$ cat src/rtl/div_seq_ctrl.sv
// Sequencing wrapper around a combinational unsigned restoring divider: sign handling, settle timing, handshakes.
// Optional early-out for |a| < |b| when DIV_SEQ_SKIP_EN is defined.
module div_seq_ctrl #(
  parameter int unsigned WIDTH         = 64,
  parameter int unsigned SETTLE_CYCLES = 4
) (
  input  logic             clk,
  input  logic             rst,
  input  logic             in_valid,
  output logic             in_ready,
  input  logic [WIDTH-1:0] op_a,
  input  logic [WIDTH-1:0] op_b,
  input  logic             is_signed,
  output logic [WIDTH-1:0] dv_a,
  output logic [WIDTH-1:0] dv_div,
  input  logic [WIDTH-1:0] dv_quo,
  input  logic [WIDTH-1:0] dv_r,
  output logic             out_valid,
  input  logic             out_ready,
  output logic [WIDTH-1:0] quo,
  output logic [WIDTH-1:0] rem,
  output logic             div_by_zero
);

  localparam int unsigned CNT_W = 8;

  typedef enum logic [1:0] {
    S_IDLE,
    S_WAIT,
    S_FAST,
    S_DONE
  } state_e;

  state_e             state_q, state_d;
  logic [CNT_W-1:0]   cnt_q, cnt_d;
  logic               neg_quo_q, neg_quo_d;
  logic               neg_rem_q, neg_rem_d;
  logic               zero_q, zero_d;
  logic [WIDTH-1:0]   a_raw_q, a_raw_d;
  logic [WIDTH-1:0]   dv_a_q, dv_a_d;
  logic [WIDTH-1:0]   dv_div_q, dv_div_d;
  logic [WIDTH-1:0]   quo_q, quo_d;
  logic [WIDTH-1:0]   rem_q, rem_d;
  logic               out_valid_q, out_valid_d;
  logic               dbz_q, dbz_d;

  logic               a_neg, b_neg, b_zero;
  logic [WIDTH-1:0]   a_mag, b_mag;
  logic [WIDTH-1:0]   quo_fix, rem_fix;

  // Operand magnitudes; the most-negative value maps to 2^(WIDTH-1) unsigned.
  assign a_neg  = is_signed & op_a[WIDTH-1];
  assign b_neg  = is_signed & op_b[WIDTH-1];
  assign b_zero = (op_b == '0);
  assign a_mag  = a_neg ? (~op_a + WIDTH'(1)) : op_a;
  assign b_mag  = b_neg ? (~op_b + WIDTH'(1)) : op_b;

  // Sign correction of the sampled divider outputs.
  assign quo_fix = neg_quo_q ? (~dv_quo + WIDTH'(1)) : dv_quo;
  assign rem_fix = neg_rem_q ? (~dv_r + WIDTH'(1)) : dv_r;

`ifdef DIV_SEQ_SKIP_EN
  logic a_lt_b;
  assign a_lt_b = (a_mag < b_mag);
`endif

  always_ff @(posedge clk or posedge rst) begin
    if (rst) begin
      state_q     <= S_IDLE;
      cnt_q       <= '0;
      neg_quo_q   <= 1'b0;
      neg_rem_q   <= 1'b0;
      zero_q      <= 1'b0;
      a_raw_q     <= '0;
      dv_a_q      <= '0;
      dv_div_q    <= '0;
      quo_q       <= '0;
      rem_q       <= '0;
      out_valid_q <= 1'b0;
      dbz_q       <= 1'b0;
    end else begin
      state_q     <= state_d;
      cnt_q       <= cnt_d;
      neg_quo_q   <= neg_quo_d;
      neg_rem_q   <= neg_rem_d;
      zero_q      <= zero_d;
      a_raw_q     <= a_raw_d;
      dv_a_q      <= dv_a_d;
      dv_div_q    <= dv_div_d;
      quo_q       <= quo_d;
      rem_q       <= rem_d;
      out_valid_q <= out_valid_d;
      dbz_q       <= dbz_d;
    end
  end

  always_comb begin
    state_d     = state_q;
    cnt_d       = cnt_q;
    neg_quo_d   = neg_quo_q;
    neg_rem_d   = neg_rem_q;
    zero_d      = zero_q;
    a_raw_d     = a_raw_q;
    dv_a_d      = dv_a_q;
    dv_div_d    = dv_div_q;
    quo_d       = quo_q;
    rem_d       = rem_q;
    out_valid_d = out_valid_q;
    dbz_d       = dbz_q;

    case (state_q)
      S_IDLE: begin
        if (in_valid) begin
          neg_quo_d = (a_neg ^ b_neg) & ~b_zero;
          neg_rem_d = a_neg;
          zero_d    = b_zero;
          a_raw_d   = op_a;
          dv_a_d    = a_mag;
          dv_div_d  = b_mag;
          // Zero divisor (and, when enabled, trivially small dividends) skip the divider.
          if (b_zero) begin
            state_d = S_FAST;
`ifdef DIV_SEQ_SKIP_EN
          end else if (a_lt_b) begin
            state_d = S_FAST;
`endif
          end else begin
            cnt_d   = CNT_W'(SETTLE_CYCLES - 1);
            state_d = S_WAIT;
          end
        end
      end
      S_WAIT: begin
        if (cnt_q == '0) begin
          quo_d       = quo_fix;
          rem_d       = rem_fix;
          out_valid_d = 1'b1;
          state_d     = S_DONE;
        end else begin
          cnt_d = cnt_q - CNT_W'(1);
        end
      end
      S_FAST: begin
        quo_d       = zero_q ? {WIDTH{1'b1}} : {WIDTH{1'b0}};
        rem_d       = a_raw_q;
        dbz_d       = zero_q;
        out_valid_d = 1'b1;
        state_d     = S_DONE;
      end
      S_DONE: begin
        if (out_ready) begin
          out_valid_d = 1'b0;
          dbz_d       = 1'b0;
          state_d     = S_IDLE;
        end
      end
      default: state_d = S_IDLE;
    endcase
  end

  assign in_ready    = (state_q == S_IDLE);
  assign dv_a        = dv_a_q;
  assign dv_div      = dv_div_q;
  assign quo         = quo_q;
  assign rem         = rem_q;
  assign out_valid   = out_valid_q;
  assign div_by_zero = dbz_q;

endmodule
$ cat config.mk
export PLATFORM = sky130hd
export DESIGN_NAME = div_seq_ctrl
export DESIGN_NICKNAME = d
export VERILOG_FILES = /design/src/rtl/div_seq_ctrl.sv
export SDC_FILE = /design/constraint.sdc
export NUM_CORES = 1
export LEC_CHECK = 0
export BUFFER_PORTS_ARGS = -buffer_cell sky130_fd_sc_hd__buf_2
export CAP_MARGIN = 20
export CORE_MARGIN = 2
export CORE_UTILIZATION = 45
export CTS_CLUSTER_SIZE = 10
export DETAILED_ROUTE_END_ITERATION = 12
export PLACE_DENSITY = 0.69
export SYNTH_ARGS = -nofsm -noshare
export SYNTH_HDL_FRONTEND = slang
export SYNTH_SLANG_ARGS = --single-unit
$ cat constraint.sdc
create_clock -name clk -period 11.25 [get_ports clk]
set_clock_uncertainty 0.15 [all_clocks]
set_input_delay 2.25 -clock clk [delete_from_list [all_inputs] [get_ports clk]]
set_output_delay 2.25 -clock clk [all_outputs]
set_load 0.1 [all_outputs]
==> run_summary.xml, run 1 <==
<?xml version="1.0" encoding="UTF-8"?>
<metrics>
  <group name="layout">
    <metric name="area_growth_syn_to_layout" unit="%">21.29</metric>
    <metric name="filler_cell_count" unit="">4020</metric>
    <metric name="finalNetCount" unit="">3001</metric>
    <metric name="regArea" unit="mm2">0.008358</metric>
    <metric name="post_route_cells_drive_above_1_share" unit="%">23.21</metric>
    <metric name="post-route-cell-area" unit="mm2">0.02355</metric>
    <metric name="multi_input_comb_area" unit="mm2">0.01038</metric>
  </group>
  <group name="synthesis">
    <metric name="yosysWarnings" unit="">0</metric>
    <metric name="synth_area_leader_cell" unit="">sky130_fd_sc_hd__dfrtp_1</metric>
    <metric name="ys_top_cells_by_count" unit="">sky130_fd_sc_hd__nand2_1 (426), sky130_fd_sc_hd__dfrtp_1 (334), sky130_fd_sc_hd__o21ai_0 (306), sky130_fd_sc_hd__clkbuf_1 (131), sky130_fd_sc_hd__nor2_1 (118)</metric>
    <metric name="synth-seq-cells" unit="">334</metric>
    <metric name="synth_top_cell_area_share" unit="%">43.05</metric>
    <metric name="synth-edff-count" unit="">0</metric>
    <metric name="ys.flop_type" unit="">sky130_fd_sc_hd__dfrtp_1</metric>
    <metric name="synth.most_common_cell" unit="">sky130_fd_sc_hd__nand2_1</metric>
    <metric name="post_synth_net_total" unit="">2570</metric>
    <metric name="seq_area_frac_synth" unit="%">43.05</metric>
    <metric name="post_synth_main_area_contributors" unit="">sky130_fd_sc_hd__dfrtp_1 (43%), sky130_fd_sc_hd__nand2_1 (8.2%), sky130_fd_sc_hd__o21ai_0 (7.9%)</metric>
    <metric name="yosys.cell_types.count" unit="">71</metric>
    <metric name="async_flop_share" unit="%">100.0</metric>
    <metric name="synthCells" unit="">2299</metric>
    <metric name="synth_area" unit="mm2">0.01941</metric>
    <metric name="synth.avg_cell_area" unit="um2">8.445</metric>
  </group>
  <group name="clock_tree">
    <metric name="cts_setup_buffers" unit="">0</metric>
    <metric name="clock_tree.buffer_depth" unit="">3</metric>
    <metric name="insertion_delay" unit="ps">560</metric>
    <metric name="postCtsHoldBufs" unit="">0</metric>
    <metric name="cts-htree-levels" unit="">2</metric>
    <metric name="clock_tree_from_tritoncts" unit="">done</metric>
    <metric name="clock_tree.root_cell" unit="">sky130_fd_sc_hd__clkbuf_16</metric>
    <metric name="cts_sinks" unit="">334</metric>
    <metric name="cts-buffers-inserted" unit="">41</metric>
    <metric name="cts.repair.resized" unit="">0</metric>
    <metric name="cts.reportedPaths.clkPinSlew" unit="ps">60</metric>
  </group>
  <group name="sta">
    <metric name="maxClockFrequency" unit="GHz">0.1844</metric>
    <metric name="timing.final.setup_violations" unit="">0</metric>
    <metric name="maxSlewHeadroom" unit="%">29.30</metric>
    <metric name="finalMaxSlewViolations" unit="">0</metric>
    <metric name="timing_worst_slew_pin_value" unit="ps">1060</metric>
    <metric name="hold_viol" unit="">0</metric>
    <metric name="grt_setup_unrepaired" unit="">false</metric>
    <metric name="period_needed" unit="ps">5423</metric>
    <metric name="layout_worst_path_cycle_share" unit="%">48.20</metric>
    <metric name="fin_tns_setup" unit="ps">0</metric>
  </group>
  <group name="floorplan">
    <metric name="total_number_of_placement_rows" unit="">76</metric>
    <metric name="coreArea" unit="mm2">0.04279</metric>
    <metric name="ios" unit="">520</metric>
    <metric name="initial_util" unit="%">45.37</metric>
    <metric name="die_x" unit="um">211.7</metric>
    <metric name="fp.dieH" unit="um">211.7</metric>
    <metric name="die_area" unit="mm2">0.04482</metric>
  </group>
  <group name="placed_design">
    <metric name="dp.final_hpwl" unit="um">53960</metric>
    <metric name="gp_routability_congestion" unit="">0.9452</metric>
    <metric name="place.port_buffers" unit="">519</metric>
    <metric name="dpl_cell_area" unit="mm2">0.02233</metric>
  </group>
  <group name="drt">
    <metric name="drc" unit="">0</metric>
    <metric name="drtPass1Iterations" unit="">6</metric>
    <metric name="wire_length_per_cell" unit="um">22.62</metric>
    <metric name="vias_per_cell" unit="">5.927</metric>
    <metric name="route.vias.total" unit="">19582</metric>
    <metric name="drtAntennaViolNets" unit="">0</metric>
    <metric name="dr.first_iter.drc_count" unit="">1943</metric>
    <metric name="total_routed_wirelength" unit="um">74730</metric>
  </group>
  <group name="global_route">
    <metric name="grt_overflow_total" unit="">0</metric>
    <metric name="maximum_number_of_pins_on_one_net_before_global_route_repair" unit="">237</metric>
    <metric name="antenna_found_initial" unit="">18</metric>
    <metric name="grt_pass1_wl" unit="um">112600</metric>
    <metric name="groute.usage.overall" unit="%">32.73</metric>
    <metric name="first_global_vias" unit="">18868</metric>
  </group>
  <group name="critical_path">
    <metric name="critical_path_class" unit="">input port to flop</metric>
    <metric name="critPathMaxFanout" unit="">16</metric>
    <metric name="crit_path_cell_chain" unit="">buf_2, or4_1, nor3_1, nand4_1, o41ai_1, xor2_1, a21oi_1</metric>
    <metric name="worstSetupStartpointType" unit="">input port</metric>
    <metric name="worstPathArrival" unit="ps">5710</metric>
    <metric name="worst-endpoint-required" unit="ps">11540</metric>
    <metric name="timing.critical_path.slowest_stage_cell" unit="">sky130_fd_sc_hd__nor3_1</metric>
    <metric name="critPathMaxStageDelay" unit="ps">860</metric>
    <metric name="worst_setup_path_end_kind" unit="">flop</metric>
  </group>
  <group name="run_status">
    <metric name="status" unit="">finished clean</metric>
  </group>
  <group name="worst_hold_path">
    <metric name="timing.hold.worst.class" unit="">flop to flop</metric>
  </group>
  <group name="job">
    <metric name="timing.max_cap.violations" unit="">0</metric>
  </group>
</metrics>
cells in the final DEF, fill, tap and decap left out, types with 39 or more instances in the layout:
cell type	Yosys	routed
sky130_fd_sc_hd__buf_2	4	519
sky130_fd_sc_hd__a31oi_1	39	39
sky130_fd_sc_hd__o21ai_0	306	306
sky130_fd_sc_hd__nand3_1	44	44
sky130_fd_sc_hd__a21oi_1	117	117
sky130_fd_sc_hd__xor2_1	100	100
sky130_fd_sc_hd__clkbuf_16	0	41
sky130_fd_sc_hd__or4_1	41	41
sky130_fd_sc_hd__nor4_1	42	42
sky130_fd_sc_hd__nor3_1	78	78
sky130_fd_sc_hd__or3_1	47	47
sky130_fd_sc_hd__dfrtp_1	334	334
sky130_fd_sc_hd__nand2_1	426	425
sky130_fd_sc_hd__xnor2_1	113	113
sky130_fd_sc_hd__nor2_1	118	116
sky130_fd_sc_hd__o41ai_1	41	41
worst max-delay path: cells and delay by family:
family,cells,cell delay (ps)
AND/OR/NAND/NOR,3,2340
buffers and inverters,1,120
XOR/XNOR,1,200
AO/OA/AOI/OAI,2,780
through the flow:
stage / instances / worst slack, ps / hold WS (ps) / util, %
2_1_floorplan: 2299 / 4387 / 287.9 / -
3_3_place_gp: 3232 / 5235 / 304.1 / 52.19
3_5_place_dp: 3232 / 5267 / 312.9 / 52.19
4_1_cts: 3290 / 5840 / 327.0 / 54.89
5_1_grt: 3301 / 5664 / 335.2 / 55.01
6_report: 3304 / 5827 / 321.2 / 55.03
flip-flops by register name, summed over array words and instances (netlist names):
name / count
state_q: 2
neg_rem_q: 1
rem: 64
quo: 64
div_by_zero: 1
a_raw_q: 64
neg_quo_q: 1
out_valid: 1
zero_q: 1
dv_div: 64
dv_a: 63
cnt_q: 8
worst paths after layout:
check,start,end,slack [ps],cells after the start
max,dv_r[0],rem[51],5830,7
min,dv_a[12],dv_a[12],320,2
max reg2reg,state_q[1],rem[63],7300,9
min reg2reg,dv_a[12],dv_a[12],320,2
max in group asynchronous,rst,quo[55],7260,4
min in group asynchronous,rst,dv_div[55],1590,2
per-layer routing:
| metal | vias up | wire length, um | GRT usage, % |
|---|---|---|---|
| met1 | 9371 | 30790 | 42.95 |
| met4 | 10 | 3030 | 13.96 |
| met3 | 186 | 6922 | 8.752 |
| met2 | 964 | 33910 | 51.08 |
| li1 | 9051 | - | - |
| met5 | - | 69 | 0 |
layout make-up:
class | instances | area share, %
Antenna cell | 13 | 0.1382
Clock buffer | 53 | 4.761
Multi-Input combinational cell | 1780 | 44.09
Clock inverter | 5 | 0.1382
Tap cell | 546 | 2.901
Timing Repair Buffer | 543 | 11.99
Sequential cell | 334 | 35.49
Inverter | 30 | 0.4942
logic make-up (layout without fill, tap and decap cells):
| logic type | count (synthesis) | count (layout) | synth area share [%] |
|---|---|---|---|
| AOI/OAI and AO/OA | 610 | 610 | 18.55 |
| buffers and inverters | 185 | 631 | 3.699 |
| and+or+nand+nor | 917 | 917 | 22.87 |
| xor gates and xnor gates | 213 | 213 | 9.609 |
| other | 0 | 13 | 0 |
| adders and majority gates | 10 | 10 | 0.6445 |
| muxes | 30 | 30 | 1.572 |
| DFF | 334 | 334 | 43.05 |
Power of run 1 is left out: the tool's default activity adds up to more than one toggle a clock period on the data nets, which glitch-free logic cannot reach.
==> inputs of run 2 (changes only) <==
Clock period 11.25 ns to 4.8 ns, I/O delays scaled along.
==> run_summary.xml, run 2 (synthesis results as in run 1) <==
<?xml version="1.0" encoding="UTF-8"?>
<metrics>
  <group name="layout">
    <metric name="filler_cell_count" unit="">4064</metric>
    <metric name="regArea" unit="mm2">0.008358</metric>
    <metric name="finalNetCount" unit="">3017</metric>
    <metric name="area_growth_syn_to_layout" unit="%">22.68</metric>
    <metric name="final_cell_count_no_fill" unit="">3320</metric>
    <metric name="multi_input_comb_area" unit="mm2">0.01038</metric>
    <metric name="layout.cells.most_common" unit="">sky130_fd_sc_hd__buf_2</metric>
    <metric name="finalCoreUtilization" unit="%">55.66</metric>
    <metric name="leading_cell_types_in_the_layout_fill_and_taps_excluded" unit="">sky130_fd_sc_hd__buf_2 (519), sky130_fd_sc_hd__nand2_1 (425), sky130_fd_sc_hd__dfrtp_1 (334)</metric>
    <metric name="post_route_cells_drive_above_1_share" unit="%">23.72</metric>
  </group>
  <group name="clock_tree">
    <metric name="clock_tree_from_tritoncts" unit="">done</metric>
    <metric name="cts.reportedPaths.clkPinSlew" unit="ps">60</metric>
    <metric name="cts-htree-levels" unit="">2</metric>
    <metric name="cts-buffers-inserted" unit="">41</metric>
    <metric name="cts.repair.resized" unit="">0</metric>
    <metric name="clock_tree.root_cell" unit="">sky130_fd_sc_hd__clkbuf_16</metric>
    <metric name="cts_setup_buffers" unit="">0</metric>
    <metric name="postCtsHoldBufs" unit="">0</metric>
    <metric name="clock_tree.buffer_depth" unit="">3</metric>
    <metric name="insertion_delay" unit="ps">570</metric>
    <metric name="cts_sinks" unit="">334</metric>
  </group>
  <group name="drt">
    <metric name="drtPass1Iterations" unit="">6</metric>
    <metric name="drc" unit="">0</metric>
    <metric name="dr.first_iter.drc_count" unit="">1750</metric>
    <metric name="vias_per_cell" unit="">6.014</metric>
    <metric name="wire_length_per_cell" unit="um">22.85</metric>
    <metric name="route.vias.total" unit="">19966</metric>
    <metric name="drtAntennaViolNets" unit="">0</metric>
    <metric name="total_routed_wirelength" unit="um">75850</metric>
  </group>
  <group name="placed_design">
    <metric name="placed_cells" unit="">3248</metric>
    <metric name="dp.final_hpwl" unit="um">55690</metric>
    <metric name="gp_routability_congestion" unit="">0.9380</metric>
    <metric name="place.port_buffers" unit="">519</metric>
  </group>
  <group name="critical_path">
    <metric name="worst_setup_path_startpoint" unit="">state_q[1]</metric>
    <metric name="timing.critical_path.slowest_stage_cell" unit="">sky130_fd_sc_hd__nor2_2</metric>
    <metric name="worstSetupStartpointType" unit="">flop</metric>
    <metric name="critPathMaxStageDelay" unit="ps">930</metric>
    <metric name="critPathMaxFanout" unit="">16</metric>
    <metric name="critical_path_class" unit="">flop to flop</metric>
    <metric name="worstPathArrival" unit="ps">4320</metric>
    <metric name="worst-endpoint-required" unit="ps">5090</metric>
    <metric name="crit_path_cell_chain" unit="">inv_1, ha_1, nor4bb_1, nand2_1, nor2_2, buf_4, a21oi_1</metric>
    <metric name="worst_setup_path_end_kind" unit="">flop</metric>
    <metric name="worstReg2RegStart" unit="">state_q[1]</metric>
    <metric name="timing.critical_path.buf_inv" unit="">2</metric>
    <metric name="critPathTopFamily" unit="">simple AND/OR/NAND/NOR gates</metric>
  </group>
  <group name="sta">
    <metric name="period_needed" unit="ps">4036</metric>
    <metric name="maxSlewHeadroom" unit="%">28.22</metric>
    <metric name="timing.final.setup_violations" unit="">0</metric>
    <metric name="hold_viol" unit="">0</metric>
    <metric name="fin_tns_setup" unit="ps">0</metric>
    <metric name="grt_setup_unrepaired" unit="">false</metric>
    <metric name="maxClockFrequency" unit="GHz">0.2477</metric>
    <metric name="finalMaxSlewViolations" unit="">0</metric>
    <metric name="layout_worst_path_cycle_share" unit="%">84.09</metric>
    <metric name="timing_worst_slew_pin_value" unit="ps">1074</metric>
  </group>
  <group name="global_route">
    <metric name="first_global_vias" unit="">19216</metric>
    <metric name="grt_pass1_wl" unit="um">115400</metric>
    <metric name="groute.usage.overall" unit="%">33.39</metric>
    <metric name="maximum_number_of_pins_on_one_net_before_global_route_repair" unit="">130</metric>
    <metric name="grt_overflow_total" unit="">0</metric>
    <metric name="antenna_found_initial" unit="">20</metric>
  </group>
  <group name="floorplan">
    <metric name="ios" unit="">520</metric>
    <metric name="coreArea" unit="mm2">0.04279</metric>
    <metric name="die_x" unit="um">211.7</metric>
    <metric name="initial_util" unit="%">45.37</metric>
    <metric name="die_area" unit="mm2">0.04482</metric>
    <metric name="fp.dieH" unit="um">211.7</metric>
    <metric name="total_number_of_placement_rows" unit="">76</metric>
  </group>
  <group name="job">
    <metric name="timing.max_cap.violations" unit="">0</metric>
  </group>
  <group name="worst_hold_path">
    <metric name="timing.hold.worst.class" unit="">input port to async pin</metric>
  </group>
  <group name="run_status">
    <metric name="status" unit="">finished clean</metric>
  </group>
</metrics>
## run 2: cell types whose count changed in the layout (fill, tap and decap cells not counted)
| cell | previous run | this run |
|---|---|---|
| sky130_fd_sc_hd__inv_6 | 2 | 1 |
| sky130_fd_sc_hd__clkinv_2 | 3 | 1 |
| sky130_fd_sc_hd__buf_4 | 21 | 30 |
| sky130_fd_sc_hd__clkbuf_1 | 7 | 5 |
| sky130_fd_sc_hd__clkinv_8 | 0 | 2 |
| sky130_fd_sc_hd__clkbuf_8 | 5 | 7 |
| sky130_fd_sc_hd__bufinv_16 | 0 | 1 |
| sky130_fd_sc_hd__buf_12 | 2 | 9 |
## run 2: final cells by class
| cell class | instances | area share (%) |
|---|---|---|
| diodes | 13 | 0.1366 |
| clock buffers | 53 | 4.791 |
| clock inverters | 5 | 0.3204 |
| inverters | 30 | 0.4885 |
| multi-input cells | 1780 | 43.58 |
| flip-flops and latches | 334 | 35.09 |
| well taps | 546 | 2.868 |
| repair buffers | 559 | 12.72 |
## run 2: stage by stage
stage | hold slack, ps | cell area, um2 | worst slack (ps)
2_1_floorplan | 287.9 | 19420 | -772.6
6_report | 307.2 | 23820 | 763.6
5_1_grt | 311.3 | 23810 | 640.0
3_5_place_dp | 309.9 | 22540 | 717.2
4_1_cts | 292.4 | 23760 | 862.3
3_3_place_gp | 306.0 | 22540 | 749.4
## run 2: metal layers
layer	routed length [um]	vias up	part of all wire (%)	track usage, %
li1	-	9095	-	-
met1	30550	9565	40	43.75
met2	34430	1067	45	51.81
met3	7430	225	9.8	8.500
met4	3349	14	4.4	15.74
met5	85	-	0.11	0
## run 2: path summary, 6_finish.rpt
kind	to	slack, ps	cells past startpoint
hold / removal	quo[6]	310	2
hold reg to reg	a_raw_q[14]	320	2
setup / recovery	rem[25]	760	7
min in group clk	a_raw_q[14]	320	2
setup reg to reg	rem[25]	760	7
max in group asynchronous	dv_a[33]	3230	3
## run 2: worst reg2reg max path: stages (launching register included)
cell and delay (ps):
sky130_fd_sc_hd__dfrtp_1 430, sky130_fd_sc_hd__inv_1 110, sky130_fd_sc_hd__ha_1 500, sky130_fd_sc_hd__nor4bb_1 590
sky130_fd_sc_hd__nand2_1 640, sky130_fd_sc_hd__nor2_2 940, sky130_fd_sc_hd__buf_4 410, sky130_fd_sc_hd__a21oi_1 130
Power of run 2 is left out for the same reason.
